### src/rtl/moldudp64_pkg.sv
// rtl/moldudp64_pkg.sv - shared MoldUDP64 framer constants and FSM state encoding
package moldudp64_pkg;

  localparam int          HDR_BYTES      = 20;
  localparam logic [4:0]  SEQ_OFS        = 5'd10;
  localparam logic [4:0]  CNT_OFS        = 5'd18;
  localparam logic [15:0] END_OF_SESSION = 16'hFFFF;

  typedef enum logic [2:0] {
    ST_HDR,
    ST_LEN_HI,
    ST_LEN_LO,
    ST_BODY,
    ST_DROP
  } state_t;

endpackage

### src/rtl/mold_hdr_capture.sv
// rtl/mold_hdr_capture.sv - latches sequence and message count fields of the MoldUDP64 header
module mold_hdr_capture
  import moldudp64_pkg::*;
(
  input  logic        clock,
  input  logic        reset_n,
  input  logic        capture,
  input  logic [4:0]  byte_idx,
  input  logic [7:0]  byte_data,
  output logic [63:0] hdr_seq,
  output logic [15:0] hdr_count
);

  logic [15:0] count_q;

  // Shift sequence bytes in big-endian order; count bytes land in fixed halves.
  always_ff @(posedge clock) begin
    if (!reset_n) begin
      hdr_seq <= '0;
      count_q <= '0;
    end else if (capture) begin
      if (byte_idx >= SEQ_OFS && byte_idx < CNT_OFS) begin
        hdr_seq <= {hdr_seq[55:0], byte_data};
      end
      if (byte_idx == CNT_OFS) begin
        count_q[15:8] <= byte_data;
      end
      if (byte_idx == CNT_OFS + 5'd1) begin
        count_q[7:0] <= byte_data;
      end
    end
  end

  // The framer decides on the count while byte 19 is presented, so bypass the low byte then.
  assign hdr_count = (capture && byte_idx == CNT_OFS + 5'd1) ? {count_q[15:8], byte_data} : count_q;

endmodule

### src/rtl/moldudp64_framer.sv
// rtl/moldudp64_framer.sv - MoldUDP64 payload to ITCH message framer; MOLD_SEQ_CHECK_EN adds gap detection
module moldudp64_framer #(
  parameter int MAX_MSG_LEN = 64,
  parameter int HDR_BYTES   = 20
) (
  input  logic        clock,
  input  logic        reset_n,
  input  logic [7:0]  in_data,
  input  logic        in_valid,
  input  logic        in_last,
  output logic [7:0]  out_data,
  output logic        out_valid,
  output logic        out_start,
  output logic        out_last,
  output logic [63:0] out_seq,
  output logic        err_pulse,
  output logic        gap_pulse,
  output logic [63:0] expected_seq
);

  import moldudp64_pkg::*;

  localparam logic [4:0]  HDR_LAST = 5'(HDR_BYTES - 1);
  localparam logic [15:0] MAX_LEN  = 16'(MAX_MSG_LEN);

  state_t      state, state_d;
  logic [4:0]  hdr_cnt, hdr_cnt_d;
  logic [15:0] rem_cnt, rem_d;
  logic [63:0] msg_seq, msg_seq_d;
  logic [7:0]  len_hi, len_hi_d;
  logic [15:0] msg_len, msg_len_d;
  logic [15:0] body_cnt, body_cnt_d;
  logic [7:0]  out_data_d;
  logic [63:0] out_seq_d;
  logic        out_valid_d, out_start_d, out_last_d, err_d;

  logic        hdr_capture;
  logic [63:0] hdr_seq;
  logic [15:0] hdr_count;
  logic        no_msgs;
  logic [15:0] rem_m1;
  logic [15:0] len_now;
  logic        body_last;

  assign hdr_capture = in_valid && (state == ST_HDR);

  mold_hdr_capture u_hdr_capture (
    .clock     (clock),
    .reset_n   (reset_n),
    .capture   (hdr_capture),
    .byte_idx  (hdr_cnt),
    .byte_data (in_data),
    .hdr_seq   (hdr_seq),
    .hdr_count (hdr_count)
  );

  // Heartbeat (count 0) and end-of-session (0xFFFF) carry no messages.
  assign no_msgs   = (hdr_count == 16'd0) || (hdr_count == END_OF_SESSION);
  assign rem_m1    = rem_cnt - 16'd1;
  assign len_now   = {len_hi, in_data};
  assign body_last = (body_cnt == msg_len - 16'd1);

  // State and output registers; everything is reloaded from the next-state logic.
  always_ff @(posedge clock) begin
    if (!reset_n) begin
      state     <= ST_HDR;
      hdr_cnt   <= '0;
      rem_cnt   <= '0;
      msg_seq   <= '0;
      len_hi    <= '0;
      msg_len   <= '0;
      body_cnt  <= '0;
      out_data  <= '0;
      out_seq   <= '0;
      out_valid <= 1'b0;
      out_start <= 1'b0;
      out_last  <= 1'b0;
      err_pulse <= 1'b0;
    end else begin
      state     <= state_d;
      hdr_cnt   <= hdr_cnt_d;
      rem_cnt   <= rem_d;
      msg_seq   <= msg_seq_d;
      len_hi    <= len_hi_d;
      msg_len   <= msg_len_d;
      body_cnt  <= body_cnt_d;
      out_data  <= out_data_d;
      out_seq   <= out_seq_d;
      out_valid <= out_valid_d;
      out_start <= out_start_d;
      out_last  <= out_last_d;
      err_pulse <= err_d;
    end
  end

  // Next-state and output decode; idle cycles hold every counter and emit nothing.
  always_comb begin
    state_d     = state;
    hdr_cnt_d   = hdr_cnt;
    rem_d       = rem_cnt;
    msg_seq_d   = msg_seq;
    len_hi_d    = len_hi;
    msg_len_d   = msg_len;
    body_cnt_d  = body_cnt;
    out_data_d  = out_data;
    out_seq_d   = out_seq;
    out_valid_d = 1'b0;
    out_start_d = 1'b0;
    out_last_d  = 1'b0;
    err_d       = 1'b0;
    if (in_valid) begin
      unique case (state)
        ST_HDR: begin
          if (hdr_cnt == HDR_LAST) begin
            hdr_cnt_d = '0;
            if (in_last) begin
              // Ending on the last header byte is only legal for message-less packets.
              state_d = ST_HDR;
              err_d   = !no_msgs;
            end else if (no_msgs) begin
              state_d = ST_DROP;
            end else begin
              state_d   = ST_LEN_HI;
              rem_d     = hdr_count;
              msg_seq_d = hdr_seq;
            end
          end else if (in_last) begin
            hdr_cnt_d = '0;
            err_d     = 1'b1;
          end else begin
            hdr_cnt_d = hdr_cnt + 5'd1;
          end
        end
        ST_LEN_HI: begin
          len_hi_d = in_data;
          if (in_last) begin
            state_d = ST_HDR;
            err_d   = 1'b1;
          end else begin
            state_d = ST_LEN_LO;
          end
        end
        ST_LEN_LO: begin
          if (in_last) begin
            state_d = ST_HDR;
            err_d   = 1'b1;
          end else if (len_now == 16'd0) begin
            rem_d     = rem_m1;
            msg_seq_d = msg_seq + 64'd1;
            state_d   = (rem_m1 == 16'd0) ? ST_DROP : ST_LEN_HI;
          end else if (len_now > MAX_LEN) begin
            state_d = ST_DROP;
            err_d   = 1'b1;
          end else begin
            msg_len_d  = len_now;
            body_cnt_d = '0;
            state_d    = ST_BODY;
          end
        end
        ST_BODY: begin
          out_valid_d = 1'b1;
          out_data_d  = in_data;
          out_seq_d   = msg_seq;
          out_start_d = (body_cnt == 16'd0);
          out_last_d  = body_last || in_last;
          if (in_last) begin
            // A packet may only end on the final byte of its final message.
            state_d = ST_HDR;
            err_d   = !body_last || (rem_m1 != 16'd0);
          end else if (body_last) begin
            rem_d     = rem_m1;
            msg_seq_d = msg_seq + 64'd1;
            state_d   = (rem_m1 == 16'd0) ? ST_DROP : ST_LEN_HI;
          end else begin
            body_cnt_d = body_cnt + 16'd1;
          end
        end
        ST_DROP: begin
          if (in_last) begin
            state_d = ST_HDR;
          end
        end
        default: begin
          state_d   = ST_HDR;
          hdr_cnt_d = '0;
        end
      endcase
    end
  end

`ifdef MOLD_SEQ_CHECK_EN
  logic        hdr_end, pkt_end;
  logic        seen_q, hdr_done_q, gap_q;
  logic [63:0] exp_q, pend_q, pend_now;

  assign hdr_end  = in_valid && (state == ST_HDR) && (hdr_cnt == HDR_LAST);
  assign pkt_end  = in_valid && in_last;
  assign pend_now = hdr_seq + (no_msgs ? 64'd0 : {48'd0, hdr_count});

  // Compare each completed header against the prediction; commit the new prediction at packet end.
  always_ff @(posedge clock) begin
    if (!reset_n) begin
      seen_q     <= 1'b0;
      hdr_done_q <= 1'b0;
      gap_q      <= 1'b0;
      exp_q      <= '0;
      pend_q     <= '0;
    end else begin
      gap_q <= hdr_end && seen_q && (hdr_seq != exp_q);
      if (hdr_end) begin
        pend_q <= pend_now;
      end
      if (pkt_end && (hdr_end || hdr_done_q)) begin
        exp_q  <= hdr_end ? pend_now : pend_q;
        seen_q <= 1'b1;
      end
      if (pkt_end) begin
        hdr_done_q <= 1'b0;
      end else if (hdr_end) begin
        hdr_done_q <= 1'b1;
      end
    end
  end

  assign gap_pulse    = gap_q;
  assign expected_seq = exp_q;
`else
  assign gap_pulse    = 1'b0;
  assign expected_seq = '0;
`endif

endmodule

### config.mk
export PLATFORM = sky130hd
export DESIGN_NAME = moldudp64_framer
export DESIGN_NICKNAME = d
export VERILOG_FILES = /design/src/rtl/moldudp64_pkg.sv /design/src/rtl/mold_hdr_capture.sv /design/src/rtl/moldudp64_framer.sv
export SDC_FILE = /design/constraint.sdc
export NUM_CORES = 1
export LEC_CHECK = 0
export BUFFER_PORTS_ARGS = -buffer_cell sky130_fd_sc_hd__buf_2
export CAP_MARGIN = 20
export CELL_PAD_IN_SITES_DETAIL_PLACEMENT = 1
export CELL_PAD_IN_SITES_GLOBAL_PLACEMENT = 2
export CORE_UTILIZATION = 35
export CTS_CLUSTER_SIZE = 12
export DETAILED_ROUTE_END_ITERATION = 10
export PLACE_DENSITY = 0.76
export SLEW_MARGIN = 20
export SYNTH_ARGS = -nofsm -noshare
export SYNTH_HDL_FRONTEND = slang
export SYNTH_HIERARCHICAL = 1
export SYNTH_SLANG_ARGS = --single-unit
### constraint.sdc
create_clock -name clock -period 3.9 [get_ports clock]
set_input_delay 0.195 -clock clock [delete_from_list [all_inputs] [get_ports clock]]
set_output_delay 0.195 -clock clock [all_outputs]
set_load 0.03 [all_outputs]
# [After elaboration in Yosys (flattened, before gate mapping)]
# Index checks and enable logic that the tools add are counted.
[classes] add_sub_neg=5 n_bitwise=4 n_mux=47 eq_ne=20 n_lt_le_gt_ge=3 n_reduce_logical=29
[op_table] operator="$mux W64" count=7
[op_table] operator="$mux W16" count=12
[op_table] operator="$pmux W64 S3" count=1
[op_table] operator="$add A64 B1 Y64 const B" count=1
[op_table] operator="$logic_not A16 Y1" count=4
[op_table] operator="$pmux W16 S3" count=1
[op_table] operator="$pmux W16 S2" count=1
[op_table] operator="$sub A16 B1 Y16 const B" count=2
[op_table] operator="$mux W3" count=10
[op_table] operator="$ne A2 B2 Y1 const B" count=10
[op_table] operator="$add A16 B1 Y16 const B" count=1
[op_table] operator="$eq A16 B16 Y1" count=1
[op_table] operator="$eq A16 B16 Y1 const B" count=1
[op_table] operator="$gt A16 B7 Y1 const B" count=1
[op_table] operator="$reduce_bool A16 Y1" count=1
[op_table] operator="$pmux W3 S5" count=1
[op_table] operator="$reduce_and A2 Y1" count=7
[op_table] operator="$eq A5 B5 Y1 const B" count=2
[op_table] operator="$mux W5" count=2
[op_table] operator="$pmux W5 S2" count=1
[op_table] operator="$reduce_and A9 Y1" count=1
[op_table] operator="$mux W1" count=8
[op_table] operator="$mux W8" count=1
[op_table] operator="$reduce_and A7 Y1" count=1
[op_table] operator="other kinds (21)" count=30
[totals] output_inout_bits=141 elab_cells=124 regBits=284

# [Longest topological paths before layout]
# Gate-level depths: netlist (run 1).
[logic_depth] ltp_word=10 depth_mapped=16 mapped_depth_nobuf=12

# [Modules after synthesis]
# The synthesis (run 1) kept the hierarchy.
[by_module_without_submodules] mod="moldudp64_framer" instances=1 area_per_inst_um2=11538.6 seq_area_each_um2=4083.9 cells_each=1585
[by_module_without_submodules] mod="mold_hdr_capture" instances=1 area_per_inst_um2=2974.1 seq_area_each_um2=1601.5 cells_each=281

# [Worst setup path after synthesis (run 1)]
# Ideal clock, no wire load.
[synth_timing] kind="reg-to-reg" start="register state[0]" end="register msg_seq[4]" setup_ps=74 required_time_ps=3826 path_buffers=4 slack_ps=393 t_arrival_ps=3433 synth_period_minus_slack_ps=3507 path_stages_with_launch=16 path_cell_list="dfxtp_1 > clkbuf_1 > clkbuf_1 > nor3_1 > and2_1 > and4bb_2 > nand3_4 > mux2_2 > nor4_1 > and4_1 > nor3_1 > o21ai_1 > clkbuf_1 > clkbuf_1 > o21ai_0 > a31oi_1"
[synth_via] elab_chain_cells=8 word_cells_on_any_way=19
[synth_rtl] element="start: declaration" line_no="moldudp64_framer.sv:26" source="state_t state, state_d;"
[synth_rtl] element="start signal: assignment" line_no="moldudp64_framer.sv:80" source="state <= state_d;"
[synth_rtl] element="$logic_not A3 Y1 (*)" line_no="moldudp64_framer.sv:45" source="assign hdr_capture = in_valid && (state == ST_HDR);"
[synth_rtl] element="$logic_and A1 B1 Y1 (*)" line_no="moldudp64_framer.sv:45"
[synth_rtl] element="via hdr_capture" line_no="moldudp64_framer.sv:37" source="logic hdr_capture;"
[synth_rtl] element="$logic_and A1 B1 Y1 (*)" line_no="mold_hdr_capture.sv:35" source="assign hdr_count = (capture && byte_idx == CNT_OFS + 5'd1) ? {count_q[15:8], byte_data} : count_q;"
[synth_rtl] element="$mux W8 (*)" line_no="mold_hdr_capture.sv:35"
[synth_rtl] element="via hdr_count[3]" line_no="moldudp64_framer.sv:39" source="logic [15:0] hdr_count;"
[synth_rtl] element="$eq A16 B16 Y1 / $logic_not A16 Y1 (equally long branches)" line_no="moldudp64_framer.sv:58" source="assign no_msgs = (hdr_count == 16'd0) || (hdr_count == END_OF_SESSION);"
[synth_rtl] element="$logic_or A1 B1 Y1 (*)" line_no="moldudp64_framer.sv:58"
[synth_rtl] element="$ne A2 B2 Y1 (no source line) (*)"
[synth_rtl] element="$reduce_and A9 Y1 (no source line) (*)"
[synth_rtl] element="end signal: assignment" line_no="moldudp64_framer.sv:83" source="msg_seq <= msg_seq_d;"
[synth_rtl] element="end: declaration" line_no="moldudp64_framer.sv:29" source="logic [63:0] msg_seq, msg_seq_d;"
# The timed path passes the listed nets; every way through them passes the cells marked *.
# A chain may end at the register's enable or synchronous reset.

# [Final worst setup path (run 1)]
[layout_timing] start="register state[2]" end="register msg_seq[24]"
# Same word-level chain as after synthesis.

==> results of run 1 <==
==> report_power, final <==
part	leakage (nW)	internal, W	switching (W)
registers	2.29	0.00290	0.00000196
clock network	0.549	0.00196	0.00128
logic	3.46	0.0000248	0.000170
total	6.30	0.00489	0.00146
==> metal layers <==
layer | global-route usage, % | vias to the layer above | wire length (um)
li1 | - | 6543 | -
met1 | 29.45 | 6584 | 22010
met2 | 35.85 | 225 | 21290
met3 | 3.310 | 60 | 1664
met4 | 5.370 | 0 | 871
met5 | 0 | - | 0
==> what timing repair did <==
action	CTS	global route
hold endpoints to repair	21	0
endpoints found under the setup margin	0	2
resized for setup	0	1
hold buffers	9	0
==> kinds of logic (layout without fill, tap and decap cells) <==
logic type                 count (synthesis)  count (layout)  synth area share (%)
and+or+nand+nor                          778             778                 25.29
AOI/OAI and AO/OA                        445             445                 18.65
buffers and inverters                    240             226                 8.768
other                                      1              66               0.02584
muxes                                     83              83                 5.802
adders and majority gates                  7               7                0.6035
xor gates and xnor gates                  28              28                 1.690
DFF                                      284             284                 39.18
==> registers in the layout, indices dropped and copies added, names as in the netlist <==
signal / cells
body_cnt: 16
err_pulse: 1
hdr_cnt: 5
len_hi: 8
msg_len: 16
msg_seq: 64
out_data: 8
out_last: 1
out_seq: 64
out_start: 1
out_valid: 1
rem_cnt: 16
state: 3
u_hdr_capture/count_q: 16
u_hdr_capture/hdr_seq: 64
==> through the flow <==
step                std cells  cell area (um2)
floorplan                1930            14750
global placement         2379            15150
detailed placement       2379            15150
CTS                      2448            16370
global route             2448            16370
finish                   2449            16380
==> worst max path at each step <==
stage / from / endpoint / slack [ps] / cells past startpoint
after global placement: state[2] / msg_seq[24] / 390 / 13
after CTS: state[2] / msg_seq[60] / 210 / 13
after detailed placement: state[2] / msg_seq[24] / 280 / 13
after global routing: state[2] / msg_seq[24] / 6 / 13
after floorplan: state[0] / msg_seq[4] / 390 / 15
final: state[2] / msg_seq[24] / 280 / 13
==> Yosys cell counts, types with 8 or more instances <==
master | count | area, um2
and2_1 | 29 | 181.4
a211oi_1 | 14 | 105.1
xnor2_1 | 15 | 131.4
o21a_1 | 8 | 60.06
or3_1 | 23 | 143.9
mux2i_1 | 74 | 740.7
buf_2 | 9 | 45.04
o21ai_0 | 95 | 475.5
nor3_1 | 30 | 150.1
nand2b_1 | 8 | 50.05
nand4_1 | 24 | 150.1
nor2_1 | 93 | 349.1
mux2_2 | 9 | 101.4
nand3_1 | 105 | 525.5
a21oi_1 | 161 | 805.8
and4_1 | 8 | 70.07
o31ai_1 | 30 | 225.2
nor4_1 | 33 | 206.5
inv_1 | 28 | 105.1
a31oi_1 | 58 | 362.9
clkbuf_1 | 102 | 382.9
buf_1 | 11 | 41.29
xor2_1 | 13 | 113.9
nand2_1 | 360 | 1351
buf_4 | 77 | 578.1
o22ai_1 | 11 | 68.82
and3_1 | 28 | 175.2
buf_6 | 9 | 101.4
dfxtp_1 | 284 | 5685
==> area by class of cell <==
type,count,area (um2)
Antenna cell,1,2.502
Clock buffer,53,1036
Clock inverter,7,87.58
Fill cell,4992,24460
Inverter,29,111.4
Multi-Input combinational cell,1406,7851
Sequential cell,284,5685
Tap cell,532,665.6
Timing Repair Buffer,137,935.9
==> worst reg2reg max path, stage by stage (launching register included) <==
cell and delay, ps:
dfxtp_1 410, nor3_1 360, and2_1 240, and4bb_2 290, nand3_4 160, mux2_2 370
nor4_1 280, and4_1 260, nor3_2 80, o21ai_4 390, buf_12 250, a21oi_1 70
a21o_1 190, and3_1 160
==> run_results.csv, run 1 <==
group,metric,value,unit
finish,drive_above_1_share,11.38,%
setup_path,worstRegToRegCells,13,
clocking,clk_latency,540,ps
logic_synthesis,synth-edff-count,0,
power,p_leak,6.296,nW
logic_synthesis,synth_seq_area_share,39.18,%
timing,finalMaxSlewViolations,0,
timing,fin_skew,9.059,ps
job,cap_viol_max_count,0,
timing,hold_viol,0,
routing,drtAntennaViolNets,0,
routing,initialDrtViolationCount,749,
logic_synthesis,ys_seq_elements,284,
setup_path,crit_chain,"nor3_1 -> and2_1 -> and4bb_2 -> nand3_4 -> mux2_2 -> nor4_1 -> and4_1 -> nor3_2 -> o21ai_4 -> buf_12 -> a21oi_1 -> a21o_1 -> and3_1",
floorplan,die-area,42280,um2
clocking,cts_root_buf,"clkbuf_16",
setup_path,critPathKind,"reg2reg",
routing,vias,13412,
placement,gp_congestion,0.8599,
global_route,gr-total-overflow,0,
min_path,hold_start,"in_valid",
min_path,holdPathStages,3,
floorplan,die_h,205.6,um
clocking,clkTransAtPathRegs,60,ps
finish,area_growth,12.84,%
placement,hpwl,30.67,mm
setup_path,rr_startpoint,"state[2]",
timing,finalSetupViolations,0,
placement,io_buffers,87,
power,p_total,0.006343,W
logic_synthesis,yosys_warnings,6,
finish,final_common_cell,"nand2_1",
clocking,cts_tree,"yes",
global_route,grt_pass1_wl,73.30,mm
timing,rsz0062_at_grt,"no",
setup_path,cp-end-kind,"flop",
global_route,grt_antenna_before_repair,0,
setup_path,r2r_end,"msg_seq[24]",
global_route,grt_pass1_vias,13297,
setup_path,startpoint_type,"flop",
min_path,hold_class,"in2reg",
finish,final_util,40.11,%
timing,maxSlewHeadroom,36.01,%
logic_synthesis,netlist_instances,1866,
clocking,cts_buffers,35,
setup_path,cp_slowest_cell,"dfxtp_1",
setup_path,required,4330,ps
finish,final_cell_mix,"nand2_1 (359), dfxtp_1 (284), a21oi_1 (161)",
setup_path,cp_slowest_stage_delay,410,ps
routing,dr.pass1.iters,5,
clocking,postCtsSetupBuffers,0,
logic_synthesis,syn_area,14510,um2
logic_synthesis,syn_avg_cell_area,7.777,um2
finish,fin_nets,1912,
logic_synthesis,synthArstFlopShare,0,%
routing,drc_errors,0,
clocking,htree_levels,2,
timing,period_share,92.70,%
timing,tightest_slew,956.5,ps
min_path,hold_end,"state[1]",
floorplan,row_count,74,
setup_path,worst-path-buf-inv,1,
logic_synthesis,ys_types,72,
placement,dp_slack,277.2,ps
timing,setup-tns-final,0,ps
setup_path,rrSetupSlack,280,ps
clocking,clkSinkCount,284,
setup_path,critPathTopFamily,"simple AND/OR/NAND/NOR gates",
run_status,status,"complete, no violations",
timing,timing.hold.ws,37.84,ps
timing,fmax,0.2766,GHz
power,p_per_area,387.3,nW/um2
routing,wl_per_cell,18.72,um
logic_synthesis,ys.flop_type,"dfxtp_1",
floorplan,coreArea,40830,um2
floorplan,start_util,35.54,%
clocking,cts.path.max_buffers,3,
global_route,track_usage,21.73,%
floorplan,pin_count,153,
floorplan,die_w,205.6,um
timing,period_needed,3615,ps
setup_path,cp_max_fo,29,
routing,viasPerCell,5.477,
routing,wl,45.84,mm
setup_path,crit_arrival,4040,ps
power,irDropWorstVdd,240.5,uV
timing,timing.final.ws_setup,284.8,ps
global_route,grt_max_degree,137,
(Power assumes the default switching activity.)
==> run 2: changes to the inputs <==
--- a/config.mk
+++ b/config.mk
@@ -5,14 +5,15 @@
 export SDC_FILE = /design/constraint.sdc
 export NUM_CORES = 1
 export LEC_CHECK = 0
+export ABC_AREA = 1
 export BUFFER_PORTS_ARGS = -buffer_cell sky130_fd_sc_hd__buf_2
 export CAP_MARGIN = 20
 export CELL_PAD_IN_SITES_DETAIL_PLACEMENT = 1
 export CELL_PAD_IN_SITES_GLOBAL_PLACEMENT = 2
-export CORE_UTILIZATION = 35
+export CORE_UTILIZATION = 33
 export CTS_CLUSTER_SIZE = 12
 export DETAILED_ROUTE_END_ITERATION = 10
-export PLACE_DENSITY = 0.76
+export PLACE_DENSITY = 0.77
 export SLEW_MARGIN = 20
 export SYNTH_ARGS = -nofsm -noshare
 export SYNTH_HDL_FRONTEND = slang
==> run 2 against run 1 <==
  * Cell area grew 8.0%
  * Hold slack better by 5.2 ps
  * Clock power increased by 6%
  * Global-route usage is 1.1 points higher
  * Power rose by 35%
  * Sequential power up 7%
  * Non-clock buffer count shrank 33
  * Cell count is 28% higher
  * Critical path type unchanged
  * Highest routed layer unchanged
==> run_results.csv, run 2 <==
group,metric,value,unit
run_status,status,"complete, no violations",
routing,drc_errors,0,
logic_synthesis,ys_types,44,
placement,io_buffers,87,
global_route,gr-total-overflow,0,
setup_path,required,4360,ps
clocking,clkSinkCount,284,
logic_synthesis,netlist_instances,2484,
logic_synthesis,synthAdderAreaFrac,0.5462,%
logic_synthesis,synth_seq_area_share,35.46,%
routing,vias,15458,
placement,hpwl,40.77,mm
timing,hold_viol,0,
job,cap_viol_max_count,0,
global_route,grt_antenna_before_repair,0,
finish,final_common_cell,"nand2_1",
routing,wl_per_cell,18.12,um
finish,fin_nets,2504,
global_route,met3_usage,2.856,%
clocking,clk_latency,550,ps
logic_synthesis,yosys.area.top_type,"dfxtp_1",
min_path,hold_class,"in2reg",
logic_synthesis,synthTopCellsByArea,"dfxtp_1 (35%), nand2_1 (16%), a21oi_1 (7.6%)",
timing,maxSlewHeadroom,23.77,%
setup_path,cp-end-kind,"flop",
timing,period_needed,3504,ps
global_route,grt_max_degree,98,
clocking,cts_tree,"yes",
global_route,track_usage,22.79,%
floorplan,start_util,33.51,%
logic_synthesis,synthXorXnorAreaFrac,5.220,%
floorplan,pin_count,153,
clocking,cts_root_buf,"clkbuf_16",
finish,final_cell_count_no_fill,3126,
logic_synthesis,synth_compound_area_share,9.753,%
logic_synthesis,yosysTopAreaCellShare,35.46,%
placement,dp_cells,3061,
timing,setup-tns-final,0,ps
finish,diodes,0,
finish,fill_cells,6229,
timing,tightest_slew,1144,ps
floorplan,coreArea,47850,um2
global_route,grt_pass1_wl,89.02,mm
logic_synthesis,syn_area,16040,um2
placement,gp_congestion,0.9121,
logic_synthesis,ys_seq_elements,284,
setup_path,crit_arrival,3960,ps
logic_synthesis,syn_avg_cell_area,6.455,um2
global_route,grtUsageMet1,33.20,%
clocking,clkTransAtPathRegs,60,ps
finish,drive_above_1_share,7.726,%
global_route,busiest_layer,"met2",
floorplan,row_count,80,
setup_path,critPathKind,"reg2reg",
setup_path,startpoint_type,"flop",
timing,period_share,89.85,%
floorplan,die-area,49480,um2
timing,finalMaxSlewViolations,0,
routing,dr.pass1.iters,5,
logic_synthesis,ys.flop_type,"dfxtp_1",
logic_synthesis,synth_top_family_by_area,"simple AND/OR/NAND/NOR gates",
clocking,htree_levels,2,
floorplan,die_h,222.4,um
logic_synthesis,yosysMostFrequentCell,"nand2_1",
routing,wl,56.66,mm
finish,final_cell_mix,"nand2_1 (663), nor2_1 (317), dfxtp_1 (284)",
clocking,cts.path.max_buffers,3,
logic_synthesis,yosys_warnings,6,
logic_synthesis,synthSimpleGateAreaFrac,35.21,%
timing,fin_skew,23.88,ps
routing,initialDrtViolationCount,929,
finish,area_growth,10.25,%
global_route,grt_pass1_vias,15448,
floorplan,die_w,222.4,um
logic_synthesis,yosys-top-cells-count,"nand2_1 (667), nor2_1 (317), dfxtp_1 (284)",
power,p_leak,7.140,nW
timing,finalSetupViolations,0,
timing,rsz0062_at_grt,"no",
power,p_per_area,483.4,nW/um2
routing,viasPerCell,4.945,
logic_synthesis,synth.area.mux_share,0.8739,%
power,irDropWorstVdd,302.5,uV
setup_path,cp_max_fo,79,
finish,reg.largest.list,"msg_seq: 64 flops, out_seq: 64 flops, u_hdr_capture/hdr_seq: 64 flops",
logic_synthesis,synthArstFlopShare,0,%
clocking,cts_buffers,36,
routing,drtAntennaViolNets,0,
logic_synthesis,synth-edff-count,0,
timing,fmax,0.2854,GHz
global_route,met2_usage,35.60,%
[run 2: power by group]
group          switching, W  internal (W)  total (W)
Sequential         0.000106       0.00299    0.00309
Combinational       0.00154      0.000485    0.00203
Clock               0.00135       0.00207    0.00343
Total               0.00300       0.00555    0.00855
[run 2: logic make-up (layout without fill, tap and decap cells)]
family,after synthesis,in the layout
simple gates,1343,1343
buf+inv,432,395
compound gates,309,309
flops,284,284
xor+xnor,94,94
mux,14,14
fa+ha+maj,7,7
other cells,1,65
[run 2: final cells by class]
class,count,area (um2),share of cell area (%)
clock buffers,53,1056,5.973
clock inverters,11,138.9,0.7856
inverters,227,859.6,4.862
multi-input cells,1832,8539,48.30
flip-flops and latches,284,5685,32.16
well taps,615,769.5,4.352
repair buffers,104,630.6,3.567
[run 2: repair_timing]
item / 4_1_cts / 5_1_grt
hold endpoints to repair: 1 / 0
setup buffers: 0 / 0
hold buffers: 1 / 0
gates resized for setup: 0 / 1
endpoints found under the setup margin: 0 / 70
[run 2: path summary, 6_finish.rpt]
kind | startpoint | end | slack (ps) | cells after the start
min | in_data[1] | len_hi[1] | 40 | 3
max reg2reg | state[1] | msg_seq[24] | 400 | 18
min reg2reg | out_data[6] | out_data[6] | 460 | 2
max | state[1] | msg_seq[24] | 400 | 18
[run 2: layer usage]
metal	wire length, um	vias to the layer above
met2	24760	248
met3	1930	67
met4	1025	0
li1	-	7766
met5	0	-
met1	28940	7377
[run 2: per-stage QoR]
step	cell area (um2)	utilization (%)	setup WS, ps	hold slack [ps]	power, W
6_report	17680	36.95	395.9	43.04	0.008547
3_5_place_dp	16470	34.43	332.3	451.9	0.005189
4_1_cts	17680	36.95	252.2	37.85	0.008637
5_1_grt	17680	36.95	27.41	63.40	0.008977
2_1_floorplan	16280	-	1230	322.6	0.004746
3_3_place_gp	16470	34.43	511.1	447.4	0.005165
[run 2: critical path, stage by stage (launching register included)]
cell and delay, ps:
dfxtp_1 320, inv_1 90, nand2_1 100, nor3_1 290, nand2_1 200, nor2_8 240
nand2_2 180, nand2_1 110, nand2_1 80, inv_1 100, nor4_1 60, nand3_1 140
nand2_1 80, nand2_1 90, nor3b_1 360, nand2_4 130, inv_6 500, nand2_1 120
a21oi_1 170
==> run 3: changes to the inputs <==
--- a/config.mk
+++ b/config.mk
@@ -10,6 +10,7 @@
 export CAP_MARGIN = 20
 export CELL_PAD_IN_SITES_DETAIL_PLACEMENT = 1
 export CELL_PAD_IN_SITES_GLOBAL_PLACEMENT = 2
+export CORE_MARGIN = 4
 export CORE_UTILIZATION = 33
 export CTS_CLUSTER_SIZE = 12
 export DETAILED_ROUTE_END_ITERATION = 10
@@ -19,3 +20,4 @@
 export SYNTH_HDL_FRONTEND = slang
 export SYNTH_HIERARCHICAL = 1
 export SYNTH_SLANG_ARGS = --single-unit
+export TNS_END_PERCENT = 100
==> run 3 against run 2 <==
  * Global-route usage decreased by 1.1 points
  * Sequential cell count unchanged
  * Hold slack got worse by 33 ps
==> run_results.csv, run 3 (synthesized netlist as in run 2, its figures left out) <==
group,metric,value,unit
floorplan,coreArea,47850,um2
setup_path,cp-end-kind,"flop",
finish,multiInputGateArea,8544,um2
timing,finalSetupViolations,0,
floorplan,pin_count,153,
timing,maxSlewHeadroom,36.87,%
clocking,cts_root_buf,"clkbuf_16",
global_route,track_usage,21.72,%
timing,period_share,86.53,%
floorplan,row_count,80,
routing,dr.pass1.iters,5,
job,cap_viol_max_count,0,
global_route,grt_antenna_before_repair,0,
power,intPower,0.005548,W
finish,final_cell_mix,"nand2_1 (663), nor2_1 (317), dfxtp_1 (284)",
finish,regArea,5685,um2
setup_path,critPathKind,"reg2reg",
routing,drc_errors,0,
timing,fmax,0.2963,GHz
power,swShare,35.09,%
finish,reg.largest.list,"msg_seq: 64 flops, out_seq: 64 flops, u_hdr_capture/hdr_seq: 64 flops",
power,clock_power_share,39.7,%
clocking,clkTransAtPathRegs,60,ps
global_route,gr-total-overflow,0,
power,p_per_area,482.3,nW/um2
power,p_leak,7.173,nW
routing,initialDrtViolationCount,914,
setup_path,crit_arrival,3820,ps
finish,diodes,0,
routing,drtAntennaViolNets,0,
setup_path,crit_path_frequent_cell,"nand2_1",
finish,drive_above_1_share,7.876,%
floorplan,die_h,228.4,um
timing,setup-tns-final,0,ps
routing,viasPerCell,4.980,
global_route,grt_pass1_vias,15791,
setup_path,cp_slowest_cell,"buf_4",
setup_path,crit_chain,"inv_1 -> nand2_1 -> nor3_2 -> nand2_1 -> nor2_8 -> nand2_2 -> nand2_1 -> nand2_1 -> inv_1 -> nor4_1 -> nand3_1 -> nand2_1 -> nand2_1 -> nor3b_1 -> nand2_4 -> inv_6 -> buf_4 -> nand2_1 -> nand2_1 -> nor2_1",
clocking,cts_buffers,36,
clocking,cts_tree,"yes",
setup_path,required,4350,ps
timing,finalMaxSlewViolations,0,
timing,tightest_slew,946.9,ps
floorplan,start_util,33.51,%
global_route,grt_max_degree,88,
power,p_sw,0.002999,W
timing,rsz0062_at_grt,"no",
run_status,status,"complete, no violations",
clocking,clk_latency,560,ps
placement,gp_congestion,0.9007,
clocking,postCtsSetupBuffers,0,
setup_path,cp_max_fo,27,
global_route,grt_pass1_wl,91.47,mm
routing,wl_per_cell,18.41,um
power,p_total,0.008547,W
power,seq_power_share,36.2,%
clocking,htree_levels,2,
finish,fin_nets,2509,
min_path,hold_class,"in2reg",
finish,fill_cells,6192,
routing,wl,57.61,mm
routing,vias,15581,
timing,hold_viol,0,
setup_path,cp_slowest_stage_delay,340,ps
timing,period_needed,3375,ps
clocking,cts.path.max_buffers,3,
finish,final_common_cell,"nand2_1",
floorplan,die_w,228.4,um
finish,area_growth,10.50,%
floorplan,die-area,52180,um2
clocking,clkSinkCount,284,
timing,fin_skew,25.84,ps
setup_path,startpoint_type,"flop",
power,irDropWorstVdd,328.6,uV
placement,hpwl,42.19,mm
placement,io_buffers,87,
power,p_comb_share,24.1,%
## run 3: what timing repair did
| item | CTS | global route |
|---|---|---|
| setup endpoints to repair | 0 | 38 |
| hold buffers | 2 | 0 |
| resized for setup | 0 | 2 |
| endpoints found under the hold margin | 4 | 0 |
## run 3: metal layers
layer / up-vias / track usage, % / wire length, um
met5: - / 0 / 0
met4: 0 / 4.612 / 1071
met3: 67 / 3.527 / 2611
met2: 270 / 33.97 / 25350
met1: 7487 / 31.61 / 28580
li1: 7757 / - / -
## run 3: power groups by stage
stage               Sequential [W]  Combinational, W  Clock [W]
floorplan                  0.00311           0.00163          0
global placement           0.00315           0.00206          0
detailed placement         0.00316           0.00206          0
CTS                        0.00309           0.00206    0.00350
global route               0.00311           0.00229    0.00363
finish                     0.00309           0.00206    0.00340
## run 3: worst max-delay path, delay by kind of cell, from the launching register on
family	cells	cell delay, ps
buffers and inverters	4	790
and+or+nand+nor	16	2140
DFF	1	320
## run 3: layout make-up
type	count	area share, %
Multi-Input combinational cell	1832	48.22
Sequential cell	284	32.09
Clock buffer	55	6.171
Inverter	227	4.851
Tap cell	615	4.343
Timing Repair Buffer	109	3.785
Clock inverter	7	0.5437
## run 3: final timing paths
| check | from | to | slack [ps] | depth (start not counted) |
|---|---|---|---|---|
| worst max-delay path | state[1] | rem_cnt[13] | 530 | 20 |
| worst max register to register | state[1] | rem_cnt[13] | 530 | 20 |
| worst min-delay path | in_data[0] | len_hi[0] | 10 | 3 |
| worst min register to register | out_seq[41] | out_seq[41] | 460 | 2 |
## run 3: stage by stage
step	utilization [%]	area, um2	std cells	setup slack, ps	hold slack [ps]
5_1_grt	37.03	17720	3129	15.05	4.419
4_1_cts	37.02	17710	3129	326.1	2.622
6_report	37.03	17720	3129	525.5	10.29
3_3_place_gp	34.49	16500	3065	556.4	447.5
3_5_place_dp	34.49	16500	3065	356.4	451.8
2_1_floorplan	-	16280	2548	1230	322.6
